**src/rtl/serial_shift_out_pkg.sv**
```systemverilog
// rtl/serial_shift_out_pkg.sv - shared types and constants for the serial shift-out block
// Purpose: FSM state type, shift direction encodings and the default step timer period.
package serial_shift_out_pkg;

  typedef enum logic {
    IDLE  = 1'b0,
    SHIFT = 1'b1
  } state_t;

  localparam logic DIR_MSB_FIRST = 1'b0;
  localparam logic DIR_LSB_FIRST = 1'b1;

  // One automatic step per second with a 50 MHz board clock.
  localparam int DEFAULT_TICK_DIV = 50_000_000;

endpackage

```
**src/rtl/serial_shift_out_if.sv**
```systemverilog
// rtl/serial_shift_out_if.sv - key/switch inputs and serial/LED outputs of serial_shift_out
// Purpose: bundles the board-facing signals of the shifter.
// Ports (signals):
//   data_in, load_button, step_button, auto_mode, dir_sel  - from keys/switches
//   serial_out, bit_strobe, busy, done, bit_count, values   - to LEDs / GPIO
// Modports: master = board side (drives keys), slave = shifter.
interface serial_shift_out_if #(
  parameter int WIDTH = 8,
  parameter int CNT_W = $clog2(WIDTH + 1)
);

  logic [WIDTH-1:0] data_in;
  logic             load_button;
  logic             step_button;
  logic             auto_mode;
  logic             dir_sel;
  logic             serial_out;
  logic             bit_strobe;
  logic             busy;
  logic             done;
  logic [CNT_W-1:0] bit_count;
  logic [WIDTH-1:0] values;

  modport master (
    output data_in, load_button, step_button, auto_mode, dir_sel,
    input  serial_out, bit_strobe, busy, done, bit_count, values
  );

  modport slave (
    input  data_in, load_button, step_button, auto_mode, dir_sel,
    output serial_out, bit_strobe, busy, done, bit_count, values
  );

endinterface

```
**src/rtl/key_edge_detect.sv**
```systemverilog
// rtl/key_edge_detect.sv - two-flop key synchronizer with rising-edge pulse
// Purpose: brings an asynchronous key into the clk domain and emits one pulse per press.
// Ports:
//   clk    - system clock
//   rst_n  - asynchronous active-low reset
//   i_key  - raw key level
//   o_push - high for one cycle after each 0->1 key transition
module key_edge_detect (
  input  logic clk,
  input  logic rst_n,
  input  logic i_key,
  output logic o_push
);

  logic r_sync;
  logic r_sync_d;

  always_ff @(posedge clk or negedge rst_n) begin
    if (!rst_n) begin
      r_sync   <= 1'b0;
      r_sync_d <= 1'b0;
    end else begin
      r_sync   <= i_key;
      r_sync_d <= r_sync;
    end
  end

  assign o_push = r_sync & ~r_sync_d;

endmodule

```
**src/rtl/serial_shift_out.sv**
```systemverilog
// rtl/serial_shift_out.sv - parallel-to-serial shifter driven by keys or a step timer
// Purpose: loads a word on a load-key press and emits it one bit per step
//          (step key or timer tick), MSB or LSB first.
// Ports:
//   clk   - system clock
//   reset - asynchronous active-low reset
//   bus   - serial_shift_out_if.slave (keys/switches in, serial/LED outputs)
module serial_shift_out
  import serial_shift_out_pkg::*;
#(
  parameter int WIDTH    = 8,
  parameter int TICK_DIV = DEFAULT_TICK_DIV,
  parameter int CNT_W    = $clog2(WIDTH + 1)
) (
  input  logic                clk,
  input  logic                reset,
  serial_shift_out_if.slave   bus
);

  localparam int             TW        = $clog2(TICK_DIV);
  localparam logic [TW-1:0]  TICK_LAST = TW'(TICK_DIV - 1);

  logic w_load_push;
  logic w_step_push;
  logic w_tick;
  logic w_step;

  state_t           r_state;
  logic [WIDTH-1:0] r_values;
  logic [CNT_W-1:0] r_bit_count;
  logic [TW-1:0]    r_tick_cnt;
  logic             r_dir;
  logic             r_serial;
  logic             r_strobe;
  logic             r_busy;
  logic             r_done;

  key_edge_detect u_load_key (
    .clk    (clk),
    .rst_n  (reset),
    .i_key  (bus.load_button),
    .o_push (w_load_push)
  );

  key_edge_detect u_step_key (
    .clk    (clk),
    .rst_n  (reset),
    .i_key  (bus.step_button),
    .o_push (w_step_push)
  );

  assign w_tick = (r_state == SHIFT) && bus.auto_mode && (r_tick_cnt == TICK_LAST);
  assign w_step = bus.auto_mode ? w_tick : w_step_push;

  always_ff @(posedge clk or negedge reset) begin
    if (!reset) begin
      r_state     <= IDLE;
      r_values    <= '0;
      r_bit_count <= '0;
      r_tick_cnt  <= '0;
      r_dir       <= DIR_MSB_FIRST;
      r_serial    <= 1'b0;
      r_strobe    <= 1'b0;
      r_busy      <= 1'b0;
      r_done      <= 1'b0;
    end else begin
      r_strobe <= 1'b0;

      // Timer only runs while shifting automatically; leaving auto mode drops the partial count.
      if (r_state == SHIFT && bus.auto_mode) begin
        r_tick_cnt <= w_tick ? '0 : r_tick_cnt + TW'(1);
      end else begin
        r_tick_cnt <= '0;
      end

      // A load always wins, even over a step landing in the same cycle.
      if (w_load_push) begin
        r_values    <= bus.data_in;
        r_bit_count <= CNT_W'(WIDTH);
        r_dir       <= bus.dir_sel;
        r_busy      <= 1'b1;
        r_done      <= 1'b0;
        r_tick_cnt  <= '0;
        r_state     <= SHIFT;
      end else if (r_state == SHIFT && w_step) begin
        if (r_dir == DIR_LSB_FIRST) begin
          r_serial <= r_values[0];
          r_values <= r_values >> 1;
        end else begin
          r_serial <= r_values[WIDTH-1];
          r_values <= r_values << 1;
        end
        r_strobe    <= 1'b1;
        r_bit_count <= r_bit_count - CNT_W'(1);
        if (r_bit_count == CNT_W'(1)) begin
          r_busy  <= 1'b0;
          r_done  <= 1'b1;
          r_state <= IDLE;
        end
      end
    end
  end

  assign bus.serial_out = r_serial;
  assign bus.bit_strobe = r_strobe;
  assign bus.busy       = r_busy;
  assign bus.done       = r_done;
  assign bus.bit_count  = r_bit_count;
  assign bus.values     = r_values;

endmodule
```
**src/flat_wrapper.sv**
```systemverilog
// flat-port wrapper written by rule: the top's interface ports become plain ports
module serial_shift_out_flat import serial_shift_out_pkg::*;
#(
  parameter int WIDTH    = 8,
  parameter int TICK_DIV = DEFAULT_TICK_DIV,
  parameter int CNT_W    = $clog2(WIDTH + 1)
)
  (clk, reset, bus_data_in, bus_load_button, bus_step_button, bus_auto_mode, bus_dir_sel, bus_serial_out, bus_bit_strobe, bus_busy, bus_done, bus_bit_count, bus_values);
  serial_shift_out_if #(.WIDTH(WIDTH), .CNT_W(CNT_W)) bus_i ();
  input  logic clk;
  input  logic reset;
  input wire logic [$bits(bus_i.data_in)-1:0] bus_data_in;
  input wire logic [$bits(bus_i.load_button)-1:0] bus_load_button;
  input wire logic [$bits(bus_i.step_button)-1:0] bus_step_button;
  input wire logic [$bits(bus_i.auto_mode)-1:0] bus_auto_mode;
  input wire logic [$bits(bus_i.dir_sel)-1:0] bus_dir_sel;
  output wire logic [$bits(bus_i.serial_out)-1:0] bus_serial_out;
  output wire logic [$bits(bus_i.bit_strobe)-1:0] bus_bit_strobe;
  output wire logic [$bits(bus_i.busy)-1:0] bus_busy;
  output wire logic [$bits(bus_i.done)-1:0] bus_done;
  output wire logic [$bits(bus_i.bit_count)-1:0] bus_bit_count;
  output wire logic [$bits(bus_i.values)-1:0] bus_values;
  assign bus_i.data_in = bus_data_in;
  assign bus_i.load_button = bus_load_button;
  assign bus_i.step_button = bus_step_button;
  assign bus_i.auto_mode = bus_auto_mode;
  assign bus_i.dir_sel = bus_dir_sel;
  assign bus_serial_out = bus_i.serial_out;
  assign bus_bit_strobe = bus_i.bit_strobe;
  assign bus_busy = bus_i.busy;
  assign bus_done = bus_i.done;
  assign bus_bit_count = bus_i.bit_count;
  assign bus_values = bus_i.values;
  serial_shift_out #(.WIDTH(WIDTH), .TICK_DIV(TICK_DIV), .CNT_W(CNT_W)) u_core (.clk(clk), .reset(reset), .bus(bus_i));
endmodule
```
**config.mk**
```make
export PLATFORM = sky130hd
export DESIGN_NAME = serial_shift_out_flat
export DESIGN_NICKNAME = d
export VERILOG_FILES = /design/src/rtl/serial_shift_out_pkg.sv /design/src/rtl/serial_shift_out_if.sv /design/src/rtl/key_edge_detect.sv /design/src/rtl/serial_shift_out.sv /design/src/flat_wrapper.sv
export SDC_FILE = /design/constraint.sdc
export NUM_CORES = 1
export LEC_CHECK = 0
export ABC_CLOCK_PERIOD_IN_PS = 3350
export CAP_MARGIN = 20
export CORE_MARGIN = 3
export CORE_UTILIZATION = 40
export DETAILED_ROUTE_END_ITERATION = 10
export MAX_ROUTING_LAYER = met4
export SLEW_MARGIN = 20
export SYNTH_ARGS = -nofsm -noshare
export SYNTH_HDL_FRONTEND = slang
export SYNTH_SLANG_ARGS = --single-unit
```
**constraint.sdc**
```tcl
create_clock -name clk -period 3.35 [get_ports clk]
set_input_delay 0.5025 -clock clk [delete_from_list [all_inputs] [get_ports clk]]
set_output_delay 0.5025 -clock clk [all_outputs]
set_load 0.01 [all_outputs]
```
==> summary.txt, run 1 <==
Hold path
  • HP Class: input port to async pin

Timing
  • RSZ-0062 raised after global routing: no
  • Final setup fails: 0
  • Hold Fails Final Rpt: 0
  • Number of max-slew violations in the final report: 0
  • Worst-margin pin slew: between 0.6 and 0.7 ns
  • Final Skew: around 0.011 ns
  • Max Fclk: roughly 480 MHz
  • Min cycle time layout: 2.10 ns
  • Setup TNS Final: 0 ns
  • Rel. slew slack: 0.537
  • Period utilization: 0.627

Die
  • # IOs: 30
  • Rows: 27
  • Starting density of the core: 0.418
  • Die height: 82.6 um
  • Core area: between 0.005 and 0.006 mm^2
  • Die X-Extent: about 83 um
  • Die area: slightly below 0.007 mm^2

Setup path
  • WP data arrival: roughly 2.3 ns
  • Worst setup EP type: flop
  • R2R setup slack: about 1.2 ns
  • Crit path launch type: input port
  • WP data required: around 3.6 ns
  • Maximum fanout along the worst path: 5
  • Reg2Reg Depth: 6
  • Crit Path Class: input port to flop

Power and ir drop
  • Clock power share: 0.274
  • Sw Share: 0.267
  • LEAKAGE: around 1.2 nW
  • Worst VDD drop: ~240 uV
  • Internal power: 0.000874 W
  • Sw Pwr: about 0.00032 W
  • Power density cells: ~430 mW/mm^2
  • Total power: 0.00119 W
  • Sequential Power Share: 0.547
  • Logic pwr share: 0.178

Clocking
  • CTS tree: built
  • Postcts setup bufs: 0
  • Hold buffer count at cts: 0
  • Num CTS Buffers: 5
  • Clk buf depth: 2
  • Clock Tree Root: clkbuf_8
  • Cts repair resizes: 0
  • H-tree levels: 2
  • CTS Sinks: between 40 and 50
  • Clock slew at reported path FFs: roughly 0.090 ns
  • Clk_lat worst skew: roughly 0.3 ns

Detailed routing
  • Detailed Route WL: 4570 um
  • Via count: 1656
  • Total iterations of the first detailed-routing run: 4
  • Initial DRC count: 74
  • Wire per inst: ~14 um
  • Via-to-Cell Ratio: 5.13
  • DR DRC count: 0
  • Final ANT Viol Nets: 0

Global routing
  • Vias in the first global route: 1718
  • Met2 usage: 0.244
  • GR Util All Layers: 0.163
  • GRT busiest layer: met2
  • Met3 Use GR: 0.0293
  • Initial antenna violation count: 0
  • GRT met1 Usage: 0.222
  • First-pass GRT wire length: around 8300 um
  • Global route total overflow: 0
  • Largest net degree at the start of global routing: between 40 and 50

Synth
  • Post-synthesis cell type count: 44
  • Number of synthesis warnings: 0
  • Mapped cell area: around 0.0023 mm^2
  • Post-synthesis sequential area ratio: 0.501
  • Mapped Avg Cell Area: between 10 and 15 um^2
  • Post-synth top flop: dfrtp_1
  • Cells after synthesis: between 200 and 250
  • Post-synth ARST share: 1.00
  • Flop and latch count out of synthesis: 47
  • Number of synthesized flops with an enable pin: 0
  • Syn_nets: between 200 and 250

Placed design
  • RePlAce Congestion: 0.751
  • IO Port Bufs: 29
  • Area post-placement: approximately 0.0027 mm^2
  • DP HPWL: 3170 um

Flow run
  • Maxcap violations: 0

Cells and area
  • Fillers: around 550
  • Final Cell Area: approximately 0.0028 mm^2
  • Layout cell share with drive strength beyond 1: 0.0797
  • Diodes inserted: 0
  • Layout overhead on the synthesized area: 18.4%
  • Nets: ~270

Run status
  • Status: finished clean
-- flip-flops by register name (all words and copies together), names as in the netlist --
register,count
u_core.bus.bit_count,4
u_core.u_step_key.r_sync,1
u_core.bus.values,8
u_core.bus.serial_out,1
u_core.bus.busy,1
u_core.u_load_key.r_sync,1
u_core.r_tick_cnt,26
u_core.r_dir,1
u_core.bus.done,1
u_core.u_step_key.r_sync_d,1
u_core.u_load_key.r_sync_d,1
u_core.bus.bit_strobe,1
-- final cells by class --
cell class,count,area [um^2],share of cell area
sequential,47,1180,0.423
multi-input combinational,160,1110,0.400
timing repair buffer,30,295,0.106
clock inverter,1,5.00,0.00180
clock buffer,7,76.3,0.0275
tap,72,90.1,0.0324
inverter,6,22.5,0.00811
-- synthesized netlist by cell type (2+ instances only) --
cell type,number,share of area
ha_1,3,0.016
buf_4,2,0.0064
dfrtp_1,47,0.50
mux2i_1,18,0.077
nor2_1,37,0.059
nand2_1,11,0.018
a211oi_1,2,0.0064
nor3_1,2,0.0043
o21ai_0,4,0.0085
xor2_1,20,0.075
nand3_1,13,0.028
nor2b_1,2,0.0053
or3_1,2,0.0053
nand4_1,12,0.032
xnor2_1,4,0.015
and4_1,2,0.0075
buf_1,2,0.0032
inv_1,6,0.0096
clkbuf_1,2,0.0032
a21oi_1,5,0.011
-- final timing paths --
| path | to | startpoint |
|---|---|---|
| hold reg to reg | u_core.u_step_key.r_sync_d | u_core.u_step_key.r_sync |
| min in group clk | u_core.u_step_key.r_sync_d | u_core.u_step_key.r_sync |
| max in group asynchronous | u_core.r_tick_cnt[6] | reset |
| setup / recovery | u_core.bus.values[0] | bus_auto_mode |
| hold / removal | u_core.r_tick_cnt[20] | reset |
| setup reg to reg | u_core.bus.values[0] | u_core.r_tick_cnt[0] |
-- kinds of logic (layout without fill, tap and decap cells) --
group / Yosys count / after routing / synth area share
AND/OR/NAND/NOR: 98 / 98 / 0.238
buffers and inverters: 13 / 44 / 0.0245
AO/OA/AOI/OAI: 15 / 15 / 0.0421
flip-flops: 47 / 47 / 0.501
multiplexers: 20 / 20 / 0.0880
adder cells (fa/ha/maj): 3 / 3 / 0.0160
XOR/XNOR: 24 / 24 / 0.0896
-- power groups by stage --
| stage | combinational [W] | sequential, W | clock (W) |
|---|---|---|---|
| finish | 0.000213 | 0.000652 | 0.000327 |
| global route | 0.000235 | 0.000661 | 0.000369 |
| CTS | 0.000217 | 0.000653 | 0.000340 |
| detailed placement | 0.000216 | 0.000663 | 0 |
| global placement | 0.000214 | 0.000663 | 0 |
| floorplan | 0.0000958 | 0.000663 | 0 |
-- per-layer routing --
layer	routed length [um]	vias up	part of all wire
met5	0	-	0
met4	78	0	0.017
met3	133	7	0.029
met2	2090	22	0.46
met1	2270	805	0.50
li1	-	822	-
-- stage by stage --
stage | util | cells | hold WS [ns] | worst slack [ns]
after floorplan | - | 220 | 0.207 | 1.53
after global placement | 0.480 | 315 | 0.370 | 0.936
after detailed placement | 0.480 | 315 | 0.372 | 0.924
after CTS | 0.495 | 323 | 0.390 | 1.22
after global routing | 0.495 | 323 | 0.244 | 1.06
final | 0.495 | 323 | 0.193 | 1.25
-- worst max-delay path: stages --
cell	delay, ns
clkdlybuf4s50_1	0.50
and3b_1	0.17
nand4_1	0.14
o21ai_0	0.55
nand2_1	0.17
a211oi_1	0.25
-- cell usage in the layout, fill, tap and decap left out, types with 3 or more instances in the layout --
cell type / n
ha_1: 3
nand4_1: 12
nand2_1: 11
a21oi_1: 5
clkdlybuf4s50_1: 28
o21ai_0: 4
inv_1: 6
nand3_1: 13
clkbuf_8: 5
xnor2_1: 4
mux2i_1: 18
nor2_1: 37
xor2_1: 20
dfrtp_1: 47
Power figures use the tool's default switching activity.
==> run 2, diff against run 1 <==
ABC_CLOCK_PERIOD_IN_PS = 1820   (was 3350)
clock period = 1.82 ns   (was 3.35 ns; I/O delays follow)
==> run 2 against run 1 <==
Compared with the run above: global-route usage rose by 0.27 points; first-iteration DRC count fell by 2.7%; sequential share of layout area fell by 3.2 points; core utilization rose by 4.1 points; cell count rose by 6.2%; register-to-register slack got worse by 1.2 ns; combinational power rose by 100%; highest routed layer unchanged.
==> summary.txt, run 2 (synthesized netlist as in run 1, its figures left out) <==
Clocking
  • CTS tree: built
  • Num CTS Buffers: 5
  • Clk buf depth: 2
  • CTS Sinks: 47
  • H-tree levels: 2
  • Clock Tree Root: clkbuf_8
  • Clock slew at reported path FFs: about 0.090 ns
  • Clk_lat worst skew: around 0.3 ns

Cells and area
  • Layout overhead on the synthesized area: 28.2%
  • Highest-count cells in the layout ignoring fill and taps: 46 x dfrtp_1, 37 x nor2_1, 28 x clkdlybuf4s50_1
  • Final Non-Filler Cells: about 340
  • Final Cell Area: between 0.003 and 0.004 mm^2
  • Fillers: between 500 and 600
  • Top reg by flops: u_core.r_tick_cnt
  • Layout cell share with drive strength beyond 1: 0.166
  • Seq. cell area: 0.00118 mm^2
  • Area of the multi-input gates: approximately 0.0011 mm^2
  • Max FFs per register: 26
  • Nets: around 290
  • Diodes inserted: 0
  • Commonest non-fill, non-tap cell in the layout: dfrtp_1

Timing
  • Final Skew: roughly 0.0097 ns
  • Worst-margin pin slew: between 0.4 and 0.5 ns
  • Max Fclk: around 580 MHz
  • Rel. slew slack: 0.682
  • Setup ws final: 0.0812 ns
  • Final hold slack: a little under 0.4 ns
  • Hold Fails Final Rpt: 0
  • Period utilization: 0.955
  • Final setup fails: 0
  • Min cycle time layout: approximately 1.7 ns
  • Number of max-slew violations in the final report: 0
  • Setup TNS Final: 0 ns
  • RSZ-0062 raised after global routing: yes

Detailed routing
  • Total iterations of the first detailed-routing run: 4
  • Initial DRC count: around 70
  • Detailed Route WL: 4770 um
  • Final ANT Viol Nets: 0
  • Via-to-Cell Ratio: 5.04
  • Via count: 1730
  • Wire per inst: 13.9 um
  • DR DRC count: 0

Setup path
  • CP peak stage delay: between 0.4 and 0.5 ns
  • CP max stage cell: dfrtp_1
  • Crit Path Class: flop to flop
  • CP Cell Sequence: nor4b_2 > nand4_1 > or2_2 > nand4_2 > buf_12 > nor2_1
  • WP data required: roughly 2.0 ns
  • Worst setup EP type: flop
  • Crit path launch type: flop
  • Maximum fanout along the worst path: 26
  • WP data arrival: a little under 2 ns

Die
  • Die area: 0.00682 mm^2
  • # IOs: 30
  • Die X-Extent: between 80 and 90 um
  • Core area: 0.00561 mm^2
  • Starting density of the core: 0.418
  • Die height: 82.6 um
  • Rows: 27

Placed design
  • DP HPWL: 3400 um
  • Placed Cells: 333
  • Area post-placement: roughly 0.0029 mm^2
  • Worst slack, placed: -0.177 ns
  • IO Port Bufs: 29
  • RePlAce Congestion: around 0.8

Global routing
  • Vias in the first global route: between 1500 and 2000
  • Initial antenna violation count: 0
  • Largest net degree at the start of global routing: 29
  • Global route total overflow: 0
  • First-pass GRT wire length: 8230 um
  • GR Util All Layers: 0.166

Power and ir drop
  • LEAKAGE: about 1.3 nW
  • Power density cells: 805 mW/mm^2
  • Worst VDD drop: 375 uV

Run status
  • Status: finished clean

Flow run
  • Maxcap violations: 0

Hold path
  • HP Class: flop to flop
[run 2: cell type report]
cell class / instances / share of cell area
clock buffers: 6 / 0.0275
clock inverters: 2 / 0.0116
inverters: 6 / 0.00749
multi-input cells: 160 / 0.374
flip-flops and latches: 47 / 0.391
well taps: 72 / 0.0300
repair buffers: 50 / 0.158
[run 2: final timing paths]
| check | from | to | slack, ns | cells past startpoint |
|---|---|---|---|---|
| setup / recovery | u_core.r_tick_cnt[10] | u_core.r_tick_cnt[3] | 0.08 | 6 |
| hold / removal | u_core.u_step_key.r_sync | u_core.u_step_key.r_sync_d | 0.39 | 0 |
| setup reg to reg | u_core.r_tick_cnt[10] | u_core.r_tick_cnt[3] | 0.08 | 6 |
| hold reg to reg | u_core.u_step_key.r_sync | u_core.u_step_key.r_sync_d | 0.39 | 0 |
| max in group asynchronous | reset | u_core.r_tick_cnt[7] | 0.85 | 3 |
| min in group asynchronous | reset | u_core.r_tick_cnt[22] | 0.45 | 2 |
[run 2: worst max-delay path, delay by kind of cell, from the launching register on]
family / cells / cell delay [ns]
DFF: 1 / 0.41
buffers and inverters: 1 / 0.17
and+or+nand+nor: 5 / 1.02
[run 2: layer usage]
layer,GRT usage,up-vias,part of all wire,wire [um]
met4,0.0588,0,0.013,60
met2,0.266,22,0.48,2280
met1,0.205,840,0.48,2290
li1,-,862,-,-
met5,-,-,0,0
met3,0.0390,6,0.032,152
[run 2: power breakdown]
group	switching, W	internal (W)
registers	0.0000751	0.00112
clock network	0.000353	0.000445
logic	0.000186	0.000248
[run 2: through the flow]
step,power [W],utilization
6_report,0.00242,0.536
2_1_floorplan,0.00140,-
3_5_place_dp,0.00165,0.509
4_1_cts,0.00246,0.532
5_1_grt,0.00255,0.536
3_3_place_gp,0.00164,0.509
[run 2: timing repair]
action                                  in CTS  in global routing
endpoints found under the hold margin       19                  0
hold buffers                                 1                  0
endpoints found under the setup margin       0                 36
buffers inserted                             0                  1
resized for setup                            0                  5
==> run 3, diff against run 2 <==
CORE_UTILIZATION = 49   (was 40)
PLACE_DENSITY = 0.75   (was unset)
==> run 3 against run 2 <==
Compared with the run above: die area shrank 17%; routed wire length shrank 2.2%; via count grew 2.7%; first-iteration DRC count grew 130%; total power shrank 6.7%; combinational power grew 1%; non-clock buffer count grew 3; critical endpoint is now u_core.bus.values[4].
==> summary.txt, run 3 (synthesized netlist as in run 1, its figures left out) <==
Run status
  • Status: finished clean

Timing
  • Final hold slack: about 0.38 ns
  • Max Fclk: roughly 580 MHz
  • Setup TNS Final: 0 ns
  • RSZ-0062 raised after global routing: yes
  • Number of max-slew violations in the final report: 0
  • Final Skew: ~0.011 ns
  • Final setup fails: 0
  • Worst-margin pin slew: roughly 0.42 ns
  • Period utilization: 0.951
  • Hold Fails Final Rpt: 0
  • Rel. slew slack: 0.715
  • Min cycle time layout: about 1.7 ns

Cells and area
  • Final Non-Filler Cells: between 300 and 400
  • Layout cell share with drive strength beyond 1: 0.168
  • Max FFs per register: 26
  • Diodes inserted: 0
  • Highest-count cells in the layout ignoring fill and taps: 47 x dfrtp_1, 37 x nor2_1, 28 x clkdlybuf4s50_1
  • Layout overhead on the synthesized area: 26.8%
  • Top reg by flops: u_core.r_tick_cnt
  • Nets: 290
  • Final Cell Area: between 0.002 and 0.003 mm^2
  • Fillers: 350
  • Commonest non-fill, non-tap cell in the layout: dfrtp_1

Detailed routing
  • Met3 WL: about 180 um
  • Final ANT Viol Nets: 0
  • Top Metal Used: met4
  • Detailed Route WL: around 4700 um
  • Via count: roughly 1800
  • Routed met2 length: approximately 2200 um
  • Wire per inst: around 14 um
  • Via-to-Cell Ratio: 5.46
  • M1 WL: around 2200 um
  • Total iterations of the first detailed-routing run: 4
  • Initial DRC count: about 160
  • DR DRC count: 0

Hold path
  • HP Class: input port to async pin

Setup path
  • CP max stage cell: dfrtp_1
  • CP Cell Sequence: ha_2 > nand3_2 > nand4bb_4 > o21a_4 > nor2_4 > buf_6 > mux2i_1
  • WP data arrival: slightly below 2 ns
  • Crit path max-delay family: simple AND/OR/NAND/NOR gates
  • Crit Path Class: flop to flop
  • Bufs and invs on worst path: 1
  • WP data required: approximately 2.0 ns
  • Crit path launch type: flop
  • Maximum fanout along the worst path: 6
  • CP peak stage delay: between 0.3 and 0.4 ns
  • Worst setup EP type: flop

Global routing
  • Largest net degree at the start of global routing: 38
  • GR Util All Layers: 0.188
  • Initial antenna violation count: 0
  • Vias in the first global route: about 1800
  • First-pass GRT wire length: between 7000 and 8000 um
  • Global route total overflow: 0

Clocking
  • CTS tree: built
  • CTS Sinks: 47
  • Clock slew at reported path FFs: 0.09 ns
  • H-tree levels: 2
  • Clk_lat worst skew: roughly 0.3 ns
  • Clk buf depth: 2
  • Clock Tree Root: clkbuf_8
  • Num CTS Buffers: 5

Placed design
  • DP HPWL: 3340 um
  • Area post-placement: 0.00284 mm^2
  • RePlAce Congestion: approximately 0.85
  • Placed Cells: 315
  • IO Port Bufs: 29

Die
  • Die X-Extent: around 75 um
  • Core area: approximately 0.0045 mm^2
  • # IOs: 30
  • Die height: 75.2 um
  • Starting density of the core: 0.524
  • Rows: 24
  • Die area: 0.00565 mm^2

Power and ir drop
  • LEAKAGE: between 1 and 1.5 nW
  • Worst VDD drop: 449 uV
  • Power density cells: about 760 mW/mm^2

Flow run
  • Maxcap violations: 0
run 3: repair_timing:
item / 4_1_cts / 5_1_grt
endpoints found under the setup margin: 1 / 36
pin swaps: 0 / 6
endpoints found under the hold margin: 10 / 0
hold buffers: 1 / 0
setup buffers: 0 / 2
gates resized for setup: 1 / 4
run 3: cell type report:
class | count | area (um^2) | area share
flip-flops and latches | 47 | 1180 | 0.395
multi-input cells | 160 | 1130 | 0.379
repair buffers | 53 | 497 | 0.167
clock buffers | 6 | 82.6 | 0.0278
well taps | 52 | 65.1 | 0.0219
inverters | 6 | 22.5 | 0.00757
clock inverters | 1 | 5.00 | 0.00168
run 3: worst register-to-register path, stage by stage (launching register included):
cell and delay (ns):
dfrtp_1 0.38, ha_2 0.20, nand3_2 0.09, nand4bb_4 0.22
o21a_4 0.26, nor2_4 0.15, buf_6 0.16, mux2i_1 0.19
run 3: path summary, 6_finish.rpt:
kind                                     startpoint                         end  slack [ns]  cells past startpoint
max in group asynchronous                     reset    u_core.u_load_key.r_sync        0.95                      3
hold reg to reg            u_core.u_step_key.r_sync  u_core.u_step_key.r_sync_d        0.38                      0
setup reg to reg               u_core.r_tick_cnt[1]        u_core.bus.values[4]        0.09                      7
hold / removal                                reset     u_core.bus.bit_count[1]        0.38                      2
min in group clk           u_core.u_step_key.r_sync  u_core.u_step_key.r_sync_d        0.38                      0
setup / recovery               u_core.r_tick_cnt[1]        u_core.bus.values[4]        0.09                      7
run 3: per-stage QoR:
stage | utilization | setup WS, ns | power [W]
after floorplan | - | 0.0183 | 0.00140
after global placement | 0.636 | -0.153 | 0.00164
after detailed placement | 0.636 | -0.219 | 0.00165
after CTS | 0.657 | 0.0330 | 0.00228
after global routing | 0.665 | -0.0601 | 0.00236
final | 0.665 | 0.0889 | 0.00226
run 3: where the power goes:
part / switching [W] / internal [W] / leakage, nW
Combinational: 0.000190 / 0.000250 / 0.671
Sequential: 0.0000780 / 0.00112 / 0.610
Clock: 0.000328 / 0.000298 / 0.0470
Total: 0.000596 / 0.00166 / 1.33
run 3: per-layer routing:
| metal | GRT usage | vias to the layer above |
|---|---|---|
| li1 | - | 868 |
| met1 | 0.248 | 873 |
| met2 | 0.280 | 31 |
| met3 | 0.0414 | 4 |
| met4 | 0.0816 | 0 |
| met5 | - | - |
==> edit: new RTL, config.mk and constraints of run 3 <==
Change the package constant `DEFAULT_TICK_DIV` from 50_000_000 to 200_000_000.
--- a/src/rtl/serial_shift_out_pkg.sv
+++ b/src/rtl/serial_shift_out_pkg.sv
@@ -11,7 +11,7 @@
   localparam logic DIR_LSB_FIRST = 1'b1;
 
   // One automatic step per second with a 50 MHz board clock.
-  localparam int DEFAULT_TICK_DIV = 50_000_000;
+  localparam int DEFAULT_TICK_DIV = 200_000_000;
 
 endpackage
 
Behaviour: same outputs for any inputs over 10 cycles, from zero or initial values and one cycle with reset low; that may be too few to reach the edited logic, so the function may still have changed.
==> edit against run 3 <==
- the flow now finishes with violations (setup timing)
- largest power group unchanged
- routed wire length grew 28%
- sequential cell count grew 2
- clock skew shrank 1.6 ps
- final area grew 17%
- power grew 5.9%
- worst setup slack lost 360 ps
- highest routed layer unchanged
- combinational power grew 15%
- via count grew 25%
- synthesized area grew 9.4%
==> edit: results (changes against run 3) <==
----------------------------------------------------
[Place]
  Number of instances in the placed design ... 384 (+22%)
  Pre-CTS setup slack ... -290 ps (-71.0 ps)
  GP Congestion ... 0.824 (-3.3%)
  DPL Wire Length ... 4000 um (+20%)
  Port bufs ... 29 (unchanged)

[Layout]
  Antenna cell count ... 0 (unchanged)
  Share of cells above drive strength 1 ... 24.5% (+7.6 points)
  Max reg flops ... 28 (+7.7%)
  Register containing the most flip-flops in the final layout ... u_core.r_tick_cnt
  Layout Nets ... 351 (+21%)
  Number of standard cells in the layout, taps in and fillers out ... 402 (+24%)

[STA]
  Number of setup violations in the final report ... 44 (+44)
  Clock tree skew after final layout ... 9.71 ps (-1.65 ps)
  Slew margin rel. ... 64.2% (-7.4 points)
  Min setup slack post-route ... -274 ps (-362 ps)

[Critical path]
  CP max stage cell ... or4b_4
  Worst r2r src ... u_core.r_tick_cnt[9]$_DFF_PN0_
  Number of cells traversed by the worst register-to-register path ... 5 (-2)
  Largest delay share family, worst path ... simple AND/OR/NAND/NOR gates
  Slowest cell delay on critical path ... 550 ps (+170 ps)
  Capture point of the worst reg-to-reg path ... u_core.bus.bit_count[3]$_DFFE_PN0P_
  Worst-path maximum fanout ... 2 (-4)

[Worst hold path]
  Number of cells traversed by the worst hold path ... 1
  Hold wc startpoint ... bus_load_button
  Classification of the worst-slack hold path ... primary input to flip-flop
  Destination of the worst hold path ... u_core.u_load_key.r_sync$_DFF_PN0_

[Status]
  Result of the run ... finished, violations left
  Violations in the final reports ... setup timing

[Synthesis]
  Share of synthesized flip-flops with an asynchronous set or reset ... 100% (unchanged)
  Number of warnings issued by yosys ... 0 (unchanged)
  Post-synth net total ... 284 (+20%)
  Top area cells in the synthesized netlist ... dfrtp_1 48%, xor2_1 6.8%, nor2_1 5.4%, nand3_1 4.3%, mux2_2 3.5%
  Commonest cells in the netlist ... 49 x dfrtp_1, 37 x nor2_1, 22 x nand2_1, 22 x nand3_1, 20 x xor2_1
  Portion of the post-synthesis area used by sequential elements ... 47.8% (-2.4 points)
  Post-synthesis cell type count ... 40 (-9.1%)
  Post-Syn Instances ... 267 (+21%)

[Power and ir drop]
  IR drop worst, VDD ... 0.483 mV (+7.5%)
  Leakage power of the design ... 1.52 nW (+14%)

[Drt]
  DR pass1 iterations ... 4 (unchanged)
  First-iteration detailed-routing DRC count ... 150 (-8.0%)
  Post-detailed-route via-to-cell ratio ... 5.52 (+1.0%)
  Wire length after detailed routing ... 5990 um (+28%)

[Global routing]
  Tot GR Track Use ... 21.8% (+3.0 points)
  Vias in the first global route ... 2204 (+26%)
  Largest net degree at the start of global routing ... 30 (-21%)
  Global-route wire length before repair ... 10300 um (+31%)

[Clocking]
  Deepest level of the CTS H-tree ... 2 (unchanged)

----------------------------------------------------
## edit: per-layer routing
metal / wire length [um] / up-vias / share of wire [%] / GRT usage (%)
li1: - / 1059 / - / -
met1: 2720 / 1091 / 45 / 28.4
met2: 2950 / 57 / 49 / 34.3
met3: 206 / 12 / 3.4 / 3.44
met4: 116 / 0 / 1.9 / 8.74
met5: 0 / - / 0 / -
## edit: worst max-delay path by stage
stage	endpoint	startpoint	depth (start not counted)
floorplan	u_core.bus.bit_count[3]$_DFFE_PN0P_	u_core.r_tick_cnt[18]$_DFF_PN0_	5
global placement	u_core.bus.serial_out$_DFFE_PN0P_	u_core.r_tick_cnt[20]$_DFF_PN0_	5
detailed placement	u_core.bus.serial_out$_DFFE_PN0P_	u_core.r_tick_cnt[13]$_DFF_PN0_	5
CTS	u_core.bus.serial_out$_DFFE_PN0P_	u_core.r_tick_cnt[9]$_DFF_PN0_	5
global route	u_core.bus.serial_out$_DFFE_PN0P_	u_core.r_tick_cnt[20]$_DFF_PN0_	5
finish	u_core.bus.bit_count[3]$_DFFE_PN0P_	u_core.r_tick_cnt[9]$_DFF_PN0_	5
## edit: stage by stage
stage	TNS (ps)	hold slack, ps	cell area, um^2
after CTS	-10960	383	3470
after global routing	-13700	387	3480
after floorplan	-5650	-22.6	2570
after global placement	-4650	259	3170
after detailed placement	-6640	261	3170
final	-10040	393	3480
## edit: repair_timing
item,CTS,global route
endpoints found under the hold margin,20,0
hold buffers,1,0
gates cloned,1,1
pin swaps,15,8
setup buffers,10,1
setup endpoints to repair,43,45
gates resized for setup,25,2
## edit: worst reg2reg max path: cells and delay by family (launching register included)
kind | cells | cell delay, ps
compound gates | 2 | 330
simple gates | 3 | 1250
flops | 1 | 400
## edit: layout make-up
| type | instances | area [um^2] |
|---|---|---|
| Inverter | 5 | 18.8 |
| Sequential cell | 49 | 1230 |
| Fill cell | 382 | 1400 |
| Timing Repair Buffer | 72 | 712 |
| Tap cell | 67 | 83.8 |
| Multi-Input combinational cell | 201 | 1350 |
| Clock buffer | 5 | 68.8 |
| Clock inverter | 3 | 21.3 |
## edit: power breakdown
group / internal, mW / total [mW] / switching [mW]
Combinational: 0.279 / 0.503 / 0.224
Sequential: 1.15 / 1.23 / 0.0818
Clock: 0.273 / 0.658 / 0.385
## edit: cell families (layout without fill, tap and decap cells)
kind of cell | after synthesis | count (layout) | synth area share, %
AOI/OAI and AO/OA | 34 | 34 | 8.67
xor gates and xnor gates | 26 | 26 | 8.87
adders and majority gates | 3 | 3 | 1.46
buffers and inverters | 17 | 85 | 2.63
DFF | 49 | 49 | 47.8
muxes | 8 | 8 | 3.51
and+or+nand+nor | 130 | 130 | 27.1
